`config.mk`:
```
export PLATFORM = sky130hd
export DESIGN_NAME = tx_frame_sched_flat
export DESIGN_NICKNAME = d
export VERILOG_FILES = /design/src/rtl/tx_pkg.sv /design/src/rtl/tx_frame_sched_if.sv /design/src/rtl/rr_arb2.sv /design/src/rtl/tx_frame_sched.sv /design/src/flat_wrapper.sv
export SDC_FILE = /design/constraint.sdc
export NUM_CORES = 1
export LEC_CHECK = 0
export CAP_MARGIN = 5
export CORE_ASPECT_RATIO = 1.25
export CORE_MARGIN = 3
export CORE_UTILIZATION = 44
export DETAILED_ROUTE_END_ITERATION = 16
export PLACE_DENSITY = 0.83
export SLEW_MARGIN = 20
export SYNTH_ARGS = -nofsm -noshare
export SYNTH_HDL_FRONTEND = slang
export SYNTH_HIERARCHICAL = 1
export SYNTH_SLANG_ARGS = --single-unit
```
`constraint.sdc`:
```
create_clock -name clk -period 2.3 [get_ports clk]
set_input_delay 0.345 -clock clk [delete_from_list [all_inputs] [get_ports clk]]
set_output_delay 0.345 -clock clk [all_outputs]
set_load 0.01 [all_outputs]
```
`src/rtl/tx_pkg.sv`:
```
// ---------------------------------------------------------------------------
// tx_pkg
// Shared definitions for the transmit frame scheduler:
//   state_t      - scheduler FSM states (IDLE, LOAD, SEND)
//   FRAME_BYTES  - transmit buffer capacity in bytes (128-bit buffer)
//   LEN_W        - width of the frame length field (holds 0..16)
//   frame_full() - true when a byte count has reached buffer capacity
// ---------------------------------------------------------------------------
package tx_pkg;

  localparam int FRAME_BYTES = 16;
  localparam int LEN_W       = 5;

  typedef enum logic [1:0] {
    ST_IDLE = 2'd0,
    ST_LOAD = 2'd1,
    ST_SEND = 2'd2
  } state_t;

  function automatic logic frame_full(input logic [LEN_W-1:0] count);
    return count == LEN_W'(FRAME_BYTES);
  endfunction

endpackage

```
`src/rtl/tx_frame_sched_if.sv`:
```
// ---------------------------------------------------------------------------
// tx_frame_sched_if
// Bundles every non-clock/reset signal of the scheduler.
//   Requester side : req_valid[1:0], req_last[1:0], req_data0, req_data1 (in)
//                    req_ready[1:0] (out)
//   Buffer side    : buf_en, buf_data (out)
//   Transmitter    : frame_go, frame_len, frame_src (out), tx_done (in)
//   Status         : busy (out)
// Modport master is the scheduler; modport slave is its environment.
// ---------------------------------------------------------------------------
interface tx_frame_sched_if;
  import tx_pkg::*;

  logic [1:0]       req_valid;
  logic [1:0]       req_last;
  logic [7:0]       req_data0;
  logic [7:0]       req_data1;
  logic [1:0]       req_ready;
  logic             buf_en;
  logic [7:0]       buf_data;
  logic             frame_go;
  logic [LEN_W-1:0] frame_len;
  logic             frame_src;
  logic             tx_done;
  logic             busy;

  modport master (
    input  req_valid, req_last, req_data0, req_data1, tx_done,
    output req_ready, buf_en, buf_data, frame_go, frame_len, frame_src, busy
  );

  modport slave (
    output req_valid, req_last, req_data0, req_data1, tx_done,
    input  req_ready, buf_en, buf_data, frame_go, frame_len, frame_src, busy
  );

endinterface

```
`src/rtl/rr_arb2.sv`:
```
// ---------------------------------------------------------------------------
// rr_arb2
// Two-input round-robin picker, purely combinational.
//   req[1:0]    - request vector
//   last_served - index of the requester that owned the previous frame
//   grant       - index of the winning requester (meaningful when |req)
// The last-served state is held by the caller.
// ---------------------------------------------------------------------------
module rr_arb2 (
  input  logic [1:0] req,
  input  logic       last_served,
  output logic       grant
);

  // With both requesting, the one not served last wins; otherwise the
  // single requester wins. No request defaults to index 0.
  always_comb begin
    grant = 1'b0;
    unique case (req)
      2'b11:   grant = ~last_served;
      2'b10:   grant = 1'b1;
      default: grant = 1'b0;
    endcase
  end

endmodule

```
`src/rtl/tx_frame_sched.sv`:
```
// ---------------------------------------------------------------------------
// tx_frame_sched
// Transmit frame scheduler in front of the 16-byte transmit shift buffer.
// Picks one of two byte-stream requesters round-robin, streams its bytes into
// the buffer, closes the frame on the packet's last byte or on a full buffer,
// then holds frame_go until the transmitter pulses tx_done.
//   clk, rst_n - clock and asynchronous active-low reset
//   bus        - tx_frame_sched_if.master (requester, buffer, tx, status)
// ---------------------------------------------------------------------------
module tx_frame_sched
  import tx_pkg::*;
(
  input logic              clk,
  input logic              rst_n,
  tx_frame_sched_if.master bus
);

  state_t           state_q, state_d;
  logic [LEN_W-1:0] count_q, count_d;
  logic             src_q, src_d;
  logic             last_q, last_d;
  logic             buf_en_q, buf_en_d;
  logic [7:0]       buf_data_q, buf_data_d;

  logic             grant;
  logic             cur_valid;
  logic             cur_last;
  logic [7:0]       cur_data;
  logic [LEN_W-1:0] count_inc;

  // last_q resets to 1 so requester 0 wins the first contested grant.
  rr_arb2 u_arb (
    .req         (bus.req_valid),
    .last_served (last_q),
    .grant       (grant)
  );

  assign cur_valid = bus.req_valid[src_q];
  assign cur_last  = bus.req_last[src_q];
  assign cur_data  = src_q ? bus.req_data1 : bus.req_data0;
  assign count_inc = count_q + LEN_W'(1);

  always_ff @(posedge clk or negedge rst_n) begin
    if (!rst_n) begin
      state_q    <= ST_IDLE;
      count_q    <= '0;
      src_q      <= 1'b0;
      last_q     <= 1'b1;
      buf_en_q   <= 1'b0;
      buf_data_q <= '0;
    end else begin
      state_q    <= state_d;
      count_q    <= count_d;
      src_q      <= src_d;
      last_q     <= last_d;
      buf_en_q   <= buf_en_d;
      buf_data_q <= buf_data_d;
    end
  end

  // Next-state logic. buf_en is a one-cycle strobe per accepted byte; the
  // data register simply holds between strobes.
  always_comb begin
    state_d    = state_q;
    count_d    = count_q;
    src_d      = src_q;
    last_d     = last_q;
    buf_en_d   = 1'b0;
    buf_data_d = buf_data_q;

    unique case (state_q)
      ST_IDLE: begin
        if (|bus.req_valid) begin
          src_d   = grant;
          count_d = '0;
          state_d = ST_LOAD;
        end
      end

      ST_LOAD: begin
        // ready is always high for the owner here, so valid alone is a transfer
        if (cur_valid) begin
          count_d    = count_inc;
          buf_en_d   = 1'b1;
          buf_data_d = cur_data;
          if (cur_last || frame_full(count_inc)) begin
            state_d = ST_SEND;
          end
        end
      end

      ST_SEND: begin
        if (bus.tx_done) begin
          last_d  = src_q;
          state_d = ST_IDLE;
        end
      end

      default: begin
        state_d = ST_IDLE;
      end
    endcase
  end

  // req_ready depends only on state and owner, never on req_valid.
  always_comb begin
    bus.req_ready = 2'b00;
    if (state_q == ST_LOAD) begin
      bus.req_ready = src_q ? 2'b10 : 2'b01;
    end
  end

  assign bus.buf_en    = buf_en_q;
  assign bus.buf_data  = buf_data_q;
  assign bus.frame_go  = (state_q == ST_SEND);
  assign bus.frame_len = count_q;
  assign bus.frame_src = src_q;
  assign bus.busy      = (state_q != ST_IDLE);

endmodule

```
`src/flat_wrapper.sv`:
```
// flat-port wrapper written by rule: the top's interface ports become plain ports
module tx_frame_sched_flat import tx_pkg::*;
  (clk, rst_n, bus_req_valid, bus_req_last, bus_req_data0, bus_req_data1, bus_tx_done, bus_req_ready, bus_buf_en, bus_buf_data, bus_frame_go, bus_frame_len, bus_frame_src, bus_busy);
  tx_frame_sched_if bus_i ();
  input logic clk;
  input logic rst_n;
  input wire logic [$bits(bus_i.req_valid)-1:0] bus_req_valid;
  input wire logic [$bits(bus_i.req_last)-1:0] bus_req_last;
  input wire logic [$bits(bus_i.req_data0)-1:0] bus_req_data0;
  input wire logic [$bits(bus_i.req_data1)-1:0] bus_req_data1;
  input wire logic [$bits(bus_i.tx_done)-1:0] bus_tx_done;
  output wire logic [$bits(bus_i.req_ready)-1:0] bus_req_ready;
  output wire logic [$bits(bus_i.buf_en)-1:0] bus_buf_en;
  output wire logic [$bits(bus_i.buf_data)-1:0] bus_buf_data;
  output wire logic [$bits(bus_i.frame_go)-1:0] bus_frame_go;
  output wire logic [$bits(bus_i.frame_len)-1:0] bus_frame_len;
  output wire logic [$bits(bus_i.frame_src)-1:0] bus_frame_src;
  output wire logic [$bits(bus_i.busy)-1:0] bus_busy;
  assign bus_i.req_valid = bus_req_valid;
  assign bus_i.req_last = bus_req_last;
  assign bus_i.req_data0 = bus_req_data0;
  assign bus_i.req_data1 = bus_req_data1;
  assign bus_i.tx_done = bus_tx_done;
  assign bus_req_ready = bus_i.req_ready;
  assign bus_buf_en = bus_i.buf_en;
  assign bus_buf_data = bus_i.buf_data;
  assign bus_frame_go = bus_i.frame_go;
  assign bus_frame_len = bus_i.frame_len;
  assign bus_frame_src = bus_i.frame_src;
  assign bus_busy = bus_i.busy;
  tx_frame_sched u_core (.clk(clk), .rst_n(rst_n), .bus(bus_i));
endmodule
```
==> run summary, run 1 <==
Setup repair after global routing left no endpoint under its margin. For this run, the slowest stage of the critical path takes 0.53 ns. In this run, distinct cell masters in the synthesized netlist total 28. The worst ir drop on vdd came out at between 0.8 and 0.9 mV. The clock network latency to the later pin of the worst-skew pair came out at 0.28 ns. For the final routed database, the setup TNS stands at 0 ns. The number of cells upsized or downsized after cts came out at 0. The CTS tree is yes. The number of DRC markers after the initial detailed-route iteration is 15. The synthesized design contains 18 register bits.

The cell with the largest stage delay on the worst path is sky130_fd_sc_hd__clkdlybuf4s50_1. The critical path class is reg -> out. Of the total power, combinational logic draws 0.535.

The post-DP HPWL came out at 1740 µm. The tree built by TritonCTS fans out to 18 sinks. In this run the deepest clock path goes through 2 buffers. Summed over all cells, the static leakage comes to roughly 0.63 nW. The largest clock skew in the final design came out at between 0.0015 and 0.002 ns. The first global-routing pass estimated 3440 µm of wire. In this run the power spent charging and discharging nets is 0.623 mW. The total instance count after detailed placement is 149. The share of layout cells above drive strength 1 is 0.113. The internal power of the cells totals 1.01 mW. The flow ran to the end, and the final reports show no timing, DRC or antenna violations.

The maximum clock rate came out at between 500 and 600 MHz. Entering global routing, the biggest net connects 28 pins. The setup fix buffers added after clock tree synthesis came out at 0. Clock-pin slew was measured on the worst setup and hold paths at about 0.1 ns. Following the worst setup path forward leads to its endpoint at bus_req_ready[1]. The detail-routed net length per standard cell is 14.5 µm. The synthesized netlist cell count is 91.

Data on the critical path arrives at its endpoint at 1.62 ns. Port buffering added 41 buffers. The largest fanout of any net on the critical path came out at 4.

The initial antenna violation count is 0. The number of hold buffers added after cts is 0. The endpoint identified for the worst register-to-register timing path is u_core/bus.frame_len[2]$_DFFE_PN0P_.

The number of hold-slack violations in the final timing report is 0. The time the worst path needs with I/O delays and setup is 1.97 ns. The sequential cell fraction of total power is 0.350. The last weighted congestion value of the routability-driven placer is 0.795. Setup violations remaining at the end of the flow were counted as 0. The kind of capture point of the worst setup path is a primary output. The switching part of the total power is 0.381. The count of synthesis-stage warnings from yosys is 6.

The number of nets still failing antenna checks after routing is 0. The number of buffers created by CTS came out at 3. The final non-filler cell total is 153. The number of top-level pins came out at 42. The initial utilization of the core area, before any placement, comes to 0.476. The floorplan step defined a die boundary enclosing ~2800 µm². The per-cell via count in the routed design came out at 5.33. The share of total power in the clock network came out at 0.115.

The average footprint of a synthesized cell came out at about 11 µm². Before antenna repair, the detailed router went through 5 iterations. The fraction of the cycle the final worst path needs is 0.856. The repair_antennas step left the layout with diodes totalling 0. The total wire length came out at about 2200 µm.

The worst hold slack is about 0.49 ns. The signal on the critical path passes through and2b_2 > and2_1 > clkdlybuf4s50_1. The post-route DRC violation count came out at 0.

The fraction of the core area covered by cells at the end of the flow is 0.693. The row count came out at 18. The worst setup path is launched from a register.

For flop-to-flop paths, the worst setup slack is 0.83 ns. The total nets after synthesis came out at approximately 120. The headroom to the max-slew limit is 0.489. The max-slew violation count came out at 0. The number of maximum-capacitance violations came out at 0. The most critical setup path has its startpoint at u_core/state_q[1]$_DFFE_PN0P_. CTS built an H-tree with a depth of 1. The via count of the first global-routing pass is around 760.

The netlist area before placement came out at 965 µm². The die is 58.4 µm tall. In this run the clock root is driven by a sky130_fd_sc_hd__clkbuf_4.

The data required time at the worst endpoint came out at slightly below 2 ns. Detailed routing inserted a total of a little over 800 vias. In this run the critical register-to-register path is launched from u_core/bus.frame_src$_DFFE_PN0P_. The path depth of the worst reg2reg path is 4. The die outline width came out at 47.9 µm.

The proportion of synthesized chip area in sequential cells is 0.468. In this run the standard cell core region covers 2030 µm². The path class of the tightest hold or removal check is reg -> reg.

At the pin with the least slew margin, the transition time is 0.764 ns. The power density over cell area came out at 1170 nW/µm². Compared with the post-synthesis result, the final layout area differs by 45.7%. The total routing usage reported by global routing came out at 0.171. At the end of the flow, the number of nets in the layout was 158. The total global routing overflow came out at 0.
==> worst min path at each step <==
stage,from,endpoint,cells past startpoint
after floorplan,rst_n,u_core/bus.buf_data[0]$_DFFE_PN0P_,0
after global placement,u_core/bus.buf_data[3]$_DFFE_PN0P_,u_core/bus.buf_data[3]$_DFFE_PN0P_,2
after detailed placement,u_core/bus.buf_data[5]$_DFFE_PN0P_,u_core/bus.buf_data[5]$_DFFE_PN0P_,2
after CTS,u_core/bus.buf_data[5]$_DFFE_PN0P_,u_core/bus.buf_data[5]$_DFFE_PN0P_,2
after global routing,rst_n,u_core/bus.frame_len[4]$_DFFE_PN0P_,1
final,u_core/bus.buf_data[5]$_DFFE_PN0P_,u_core/bus.buf_data[5]$_DFFE_PN0P_,2
==> logic make-up after synthesis <==
group,count (synthesis),synth area share
and+or+nand+nor,30,0.157
DFF,18,0.468
buffers and inverters,8,0.0558
AOI/OAI and AO/OA,19,0.144
muxes,13,0.144
xor gates and xnor gates,2,0.0182
adders and majority gates,1,0.0130
==> registers in the layout (all words and copies together), names as in the netlist <==
register              count
u_core/bus.frame_src      1
u_core/bus.frame_len      5
u_core/bus.buf_en         1
u_core/bus.buf_data       8
u_core/last_q             1
u_core/state_q            2
==> power by group through the flow <==
stage | sequential (mW) | clock, mW | combinational, mW
after CTS | 0.574 | 0.196 | 0.881
after floorplan | 0.596 | 0 | 0.485
after detailed placement | 0.580 | 0 | 0.876
final | 0.574 | 0.188 | 0.875
after global routing | 0.588 | 0.210 | 0.953
after global placement | 0.569 | 0 | 0.853
==> per-layer routing <==
metal  wire [µm]  global-route usage  vias up
met4          29              0.0808        0
met3          76              0.0183        2
met1         902               0.202      386
met5           0                   0        -
met2        1220               0.293       26
li1            -                   -      401
==> cell usage after synthesis <==
library cell	count	area (µm²)
sky130_fd_sc_hd__o21ai_2	1	8.76
sky130_fd_sc_hd__nor2b_1	1	6.26
sky130_fd_sc_hd__xor2_1	2	17.5
sky130_fd_sc_hd__o2bb2ai_1	1	8.76
sky130_fd_sc_hd__buf_6	3	33.8
sky130_fd_sc_hd__nor2_1	2	7.51
sky130_fd_sc_hd__and4_1	1	8.76
sky130_fd_sc_hd__o21ai_0	10	50.1
sky130_fd_sc_hd__mux2_2	3	33.8
sky130_fd_sc_hd__and2_1	1	6.26
sky130_fd_sc_hd__nand2_1	13	48.8
sky130_fd_sc_hd__dfstp_2	1	26.3
sky130_fd_sc_hd__a22o_1	1	8.76
sky130_fd_sc_hd__nand2b_1	3	18.8
sky130_fd_sc_hd__buf_2	1	5.00
sky130_fd_sc_hd__o21ai_1	2	10.0
sky130_fd_sc_hd__a21boi_2	1	11.3
sky130_fd_sc_hd__dfrtp_1	17	425
sky130_fd_sc_hd__a21o_1	1	7.51
sky130_fd_sc_hd__nand3_1	7	35.0
sky130_fd_sc_hd__and2b_2	1	8.76
sky130_fd_sc_hd__nand2_4	1	11.3
sky130_fd_sc_hd__mux2i_1	9	90.1
sky130_fd_sc_hd__a2111oi_4	1	27.5
sky130_fd_sc_hd__inv_1	4	15.0
sky130_fd_sc_hd__a31oi_1	1	6.26
sky130_fd_sc_hd__ha_1	1	12.5
sky130_fd_sc_hd__mux2_4	1	15.0
==> stage by stage <==
stage          power (mW)  worst slack (ns)  area [µm²]
2_1_floorplan        1.08             0.971         965
3_3_place_gp         1.42             0.560        1370
3_5_place_dp         1.46             0.524        1370
4_1_cts              1.65             0.328        1410
5_1_grt              1.75             0.282        1410
6_report             1.64             0.331        1410
==> worst max-delay path, delay by kind of cell, from the launching register on <==
kind / cells / cell delay [ns]
buffers and inverters: 1 / 0.53
flip-flops: 1 / 0.42
AND/OR/NAND/NOR: 2 / 0.40
==> cell usage in the layout (no fill, tap or decap) <==
| master | n |
|---|---|
| sky130_fd_sc_hd__a2111oi_4 | 1 |
| sky130_fd_sc_hd__a21boi_2 | 1 |
| sky130_fd_sc_hd__a21o_1 | 1 |
| sky130_fd_sc_hd__a22o_1 | 1 |
| sky130_fd_sc_hd__a31oi_1 | 1 |
| sky130_fd_sc_hd__and2_1 | 1 |
| sky130_fd_sc_hd__and2b_2 | 1 |
| sky130_fd_sc_hd__and4_1 | 1 |
| sky130_fd_sc_hd__buf_4 | 1 |
| sky130_fd_sc_hd__clkbuf_4 | 3 |
| sky130_fd_sc_hd__clkbuf_8 | 1 |
| sky130_fd_sc_hd__clkdlybuf4s50_1 | 41 |
| sky130_fd_sc_hd__dfrtp_1 | 17 |
| sky130_fd_sc_hd__dfstp_2 | 1 |
| sky130_fd_sc_hd__ha_1 | 1 |
| sky130_fd_sc_hd__inv_1 | 4 |
| sky130_fd_sc_hd__mux2_2 | 3 |
| sky130_fd_sc_hd__mux2_4 | 1 |
| sky130_fd_sc_hd__mux2i_1 | 9 |
| sky130_fd_sc_hd__nand2_1 | 13 |
| sky130_fd_sc_hd__nand2_4 | 1 |
| sky130_fd_sc_hd__nand2b_1 | 3 |
| sky130_fd_sc_hd__nand3_1 | 7 |
| sky130_fd_sc_hd__nor2_1 | 2 |
| sky130_fd_sc_hd__nor2b_1 | 1 |
| sky130_fd_sc_hd__o21ai_0 | 10 |
| sky130_fd_sc_hd__o21ai_1 | 2 |
| sky130_fd_sc_hd__o21ai_2 | 1 |
| sky130_fd_sc_hd__o2bb2ai_1 | 1 |
| sky130_fd_sc_hd__xor2_1 | 2 |
==> area by class of cell <==
class	instances	area [µm²]
flip-flops and latches	18	452
repair buffers	42	418
multi-input cells	65	459
fillers	166	622
clock buffers	4	36.3
inverters	4	15.0
well taps	20	25.0
(Power assumes the default switching activity.)
==> run 2: changes to the inputs <==
--- a/config.mk
+++ b/config.mk
@@ -7,7 +7,6 @@
 export LEC_CHECK = 0
 export CAP_MARGIN = 5
 export CORE_ASPECT_RATIO = 1.25
-export CORE_MARGIN = 3
 export CORE_UTILIZATION = 44
 export DETAILED_ROUTE_END_ITERATION = 16
 export PLACE_DENSITY = 0.83
==> run 2 against run 1 <==
Global-route usage up 2.0 points. Hold slack better by 0.0015 ns. Utilization unchanged. Critical path depth unchanged. Sequential power down 3%.
==> run summary, run 2 (same netlist as run 1, synthesis figures left out) <==
Status: completed (unchanged). The category of the worst setup path launch point is a register (unchanged). The CTS tree was yes (unchanged). The largest net degree at the start of global routing came to 28 (unchanged).

The cell at the root of the clock tree is sky130_fd_sc_hd__clkbuf_4 (unchanged). The overall power consumption is 1.62 mW (was 1.64 mW). The largest fanout of any net on the critical path was 4 (unchanged). The number of H-tree levels is 1 (unchanged).

The number of buffers created by CTS came out at 3 (unchanged). The post-route DRC violation count came out at 0 (unchanged). The cell with the largest stage delay on the worst path is sky130_fd_sc_hd__clkdlybuf4s50_1 (unchanged). The total global routing overflow is 0 (unchanged). The largest clock skew in the final design came out at 0.00334 ns (was 0.00157 ns).

The number of hold buffers added after cts is 0 (unchanged). The vertical die dimension came out at 54.4 µm (was 58.4 µm). The kind of capture point of the worst setup path was a primary output (unchanged). The power density over cell area was 1150 nW/µm² (was 1170 nW/µm²). Sequence of cells on the critical path: and2b_2 > and2_1 > clkdlybuf4s50_1 (unchanged). The number of port buffers came to 41 (unchanged).

The full die area is 2380 µm² (was 2790 µm²). Setup repair after global routing missed its margin: false (unchanged). The max-slew violation count was 0 (unchanged). The final worst-path setup slack is 0.315 ns (was 0.331 ns). The number of DRC markers after the initial detailed-route iteration came out at 11 (was 15). The time the worst path needs with I/O delays and setup is 1.98 ns (was 1.97 ns). The post-DP HPWL is 1550 µm (was 1740 µm). The pin slew with the least headroom to its limit came out at 0.781 ns (was 0.764 ns). The antenna diode instance count is 0 (unchanged).

The share of layout cells above drive strength 1 is 0.113 (unchanged). The post-synthesis to final-layout area growth is 45.7% (unchanged). The internal power contribution came to 1.01 mW (about the same). The number of nets still failing antenna checks after routing was 0 (unchanged). The per-cell via count in the routed design is 5.24 (was 5.33). The fraction of the cycle the final worst path needs was 0.863 (was 0.856). The data required time at the worst endpoint was 1.96 ns (about the same). The layout net count is 158 (unchanged). Top library cells by usage in the layout, fill and taps aside: sky130_fd_sc_hd__clkdlybuf4s50_1, sky130_fd_sc_hd__dfrtp_1, sky130_fd_sc_hd__nand2_1, sky130_fd_sc_hd__o21ai_0, sky130_fd_sc_hd__mux2i_1 (unchanged). The cell family contributing the most delay on the critical path is buffers and inverters (unchanged). The critical path class is reg -> out (unchanged).

The largest stage delay on the critical path is 0.53 ns (about the same). The starting density of the core came out at 0.476 (unchanged). The final setup TNS came out at 0 ns (unchanged). The number of cells upsized or downsized after cts came out at 0 (unchanged). The initial antenna violation count is 0 (unchanged). The setup fix buffers added after clock tree synthesis is 0 (unchanged).

The number of buffers on the longest clock path is 2 (unchanged). The number of buffers and inverters on the critical path is 1 (unchanged). The layout filler cell count is 182 (was 166).

The post-detailed-placement cell area is 1370 µm² (unchanged). The switching power summed over all nets came out at 0.602 mW (was 0.623 mW). The total routing usage reported by global routing is 0.190 (was 0.171).

The number of search-and-repair iterations in the first detailed-routing pass is 6 (was 5). The number of sinks on the clock net is 18 (unchanged). The area of all placed cells without fillers is 1410 µm² (unchanged).

The number of endpoints failing setup at the final stage came out at 0 (unchanged). The part of the total power dissipated in combinational logic is 0.535 (about the same). The core box area is 2030 µm² (unchanged). The via count of the first global-routing pass came out at 706 (was 758). The number of top-level pins was 42 (unchanged). The post-placement worst setup slack was 0.523 ns (was 0.524 ns).

The die outline width is 43.9 µm (was 47.9 µm). The data arrival time of the critical path came out at 1.64 ns (was 1.62 ns). The worst hold slack came out at 0.489 ns (was 0.487 ns). The last weighted congestion value of the routability-driven placer is 0.764 (was 0.795). The first-pass GRT wire length is 3280 µm (was 3440 µm). The class of the most critical hold timing path is reg -> reg (unchanged).

The flip-flop count of the largest register after layout came out at 8 (unchanged). The headroom to the max-slew limit was 0.478 (was 0.489). The maximum clock rate is 504 MHz (was 508 MHz). The row count came out at 18 (unchanged).

The share of total power in the clock network is 0.120 (was 0.115). The register-to-register setup slack came out at 0.91 ns (was 0.83 ns). The worst ir drop on vdd came to 0.632 mV (was 0.857 mV). The total wire length came out at 1980 µm (was 2230 µm).

The switching part of the total power is 0.372 (was 0.381). The total number of vias is 801 (was 815). The commonest non-fill, non-tap cell in the layout is sky130_fd_sc_hd__clkdlybuf4s50_1 (unchanged). The clock network latency to the later pin of the worst-skew pair came out at 0.29 ns (was 0.28 ns). The detail-routed net length per standard cell was 12.9 µm (was 14.5 µm). The reported leakage power came out at 0.625 nW (unchanged). The clock slew seen by the registers of the worst setup and hold paths is 0.10 ns (about the same).

The sequential cell fraction of total power came to 0.345 (was 0.350). The number of hold-slack violations in the final timing report is 0 (unchanged). The number of maximum-capacitance violations came out at 0 (unchanged).
## run 2: cell counts in the layout (fill, tap and decap cells not counted)
Identical to the previous run, type by type.
## run 2: area by class of cell
class                           instances  area [µm²]  area share
Tap cell                               20        25.0      0.0178
Multi-Input combinational cell         65         459       0.327
Inverter                                4        15.0      0.0107
Clock buffer                            4        36.3      0.0258
Sequential cell                        18         452       0.321
Timing Repair Buffer                   42         418       0.297
## run 2: metal layers
metal,vias to the layer above,track usage,part of all wire
met1,371,0.231,0.42
met5,-,0,0
met2,22,0.331,0.53
li1,404,-,-
met3,4,0.0297,0.030
met4,0,0.0909,0.018
## run 2: worst register-to-register path: cells and delay by family, from the launching register on
family / cells / cell delay, ns
multiplexers: 1 / 0.35
AND/OR/NAND/NOR: 1 / 0.23
AO/OA/AOI/OAI: 2 / 0.28
flip-flops: 1 / 0.44
## run 2: path summary, 6_finish.rpt
kind,to,cells after the start,start
hold / removal,u_core/bus.buf_data[7]$_DFFE_PN0P_,2,u_core/bus.buf_data[7]$_DFFE_PN0P_
max in group asynchronous,u_core/bus.buf_data[3]$_DFFE_PN0P_,1,rst_n
setup reg to reg,u_core/bus.frame_len[2]$_DFFE_PN0P_,4,u_core/bus.frame_src$_DFFE_PN0P_
hold reg to reg,u_core/bus.buf_data[7]$_DFFE_PN0P_,2,u_core/bus.buf_data[7]$_DFFE_PN0P_
setup / recovery,bus_req_ready[1],3,u_core/state_q[1]$_DFFE_PN0P_
min in group asynchronous,u_core/bus.frame_len[1]$_DFFE_PN0P_,1,rst_n
## run 2: metrics by stage
stage | cells | util
6_report | 153 | 0.693
4_1_cts | 153 | 0.693
5_1_grt | 153 | 0.693
2_1_floorplan | 91 | -
3_3_place_gp | 149 | 0.675
3_5_place_dp | 149 | 0.675
## run 2: power by group through the flow
| stage | Combinational, mW | Sequential [mW] | Clock [mW] |
|---|---|---|---|
| 2_1_floorplan | 0.485 | 0.596 | 0 |
| 3_3_place_gp | 0.858 | 0.563 | 0 |
| 3_5_place_dp | 0.874 | 0.568 | 0 |
| 4_1_cts | 0.876 | 0.561 | 0.200 |
| 5_1_grt | 0.946 | 0.582 | 0.215 |
| 6_report | 0.865 | 0.559 | 0.194 |
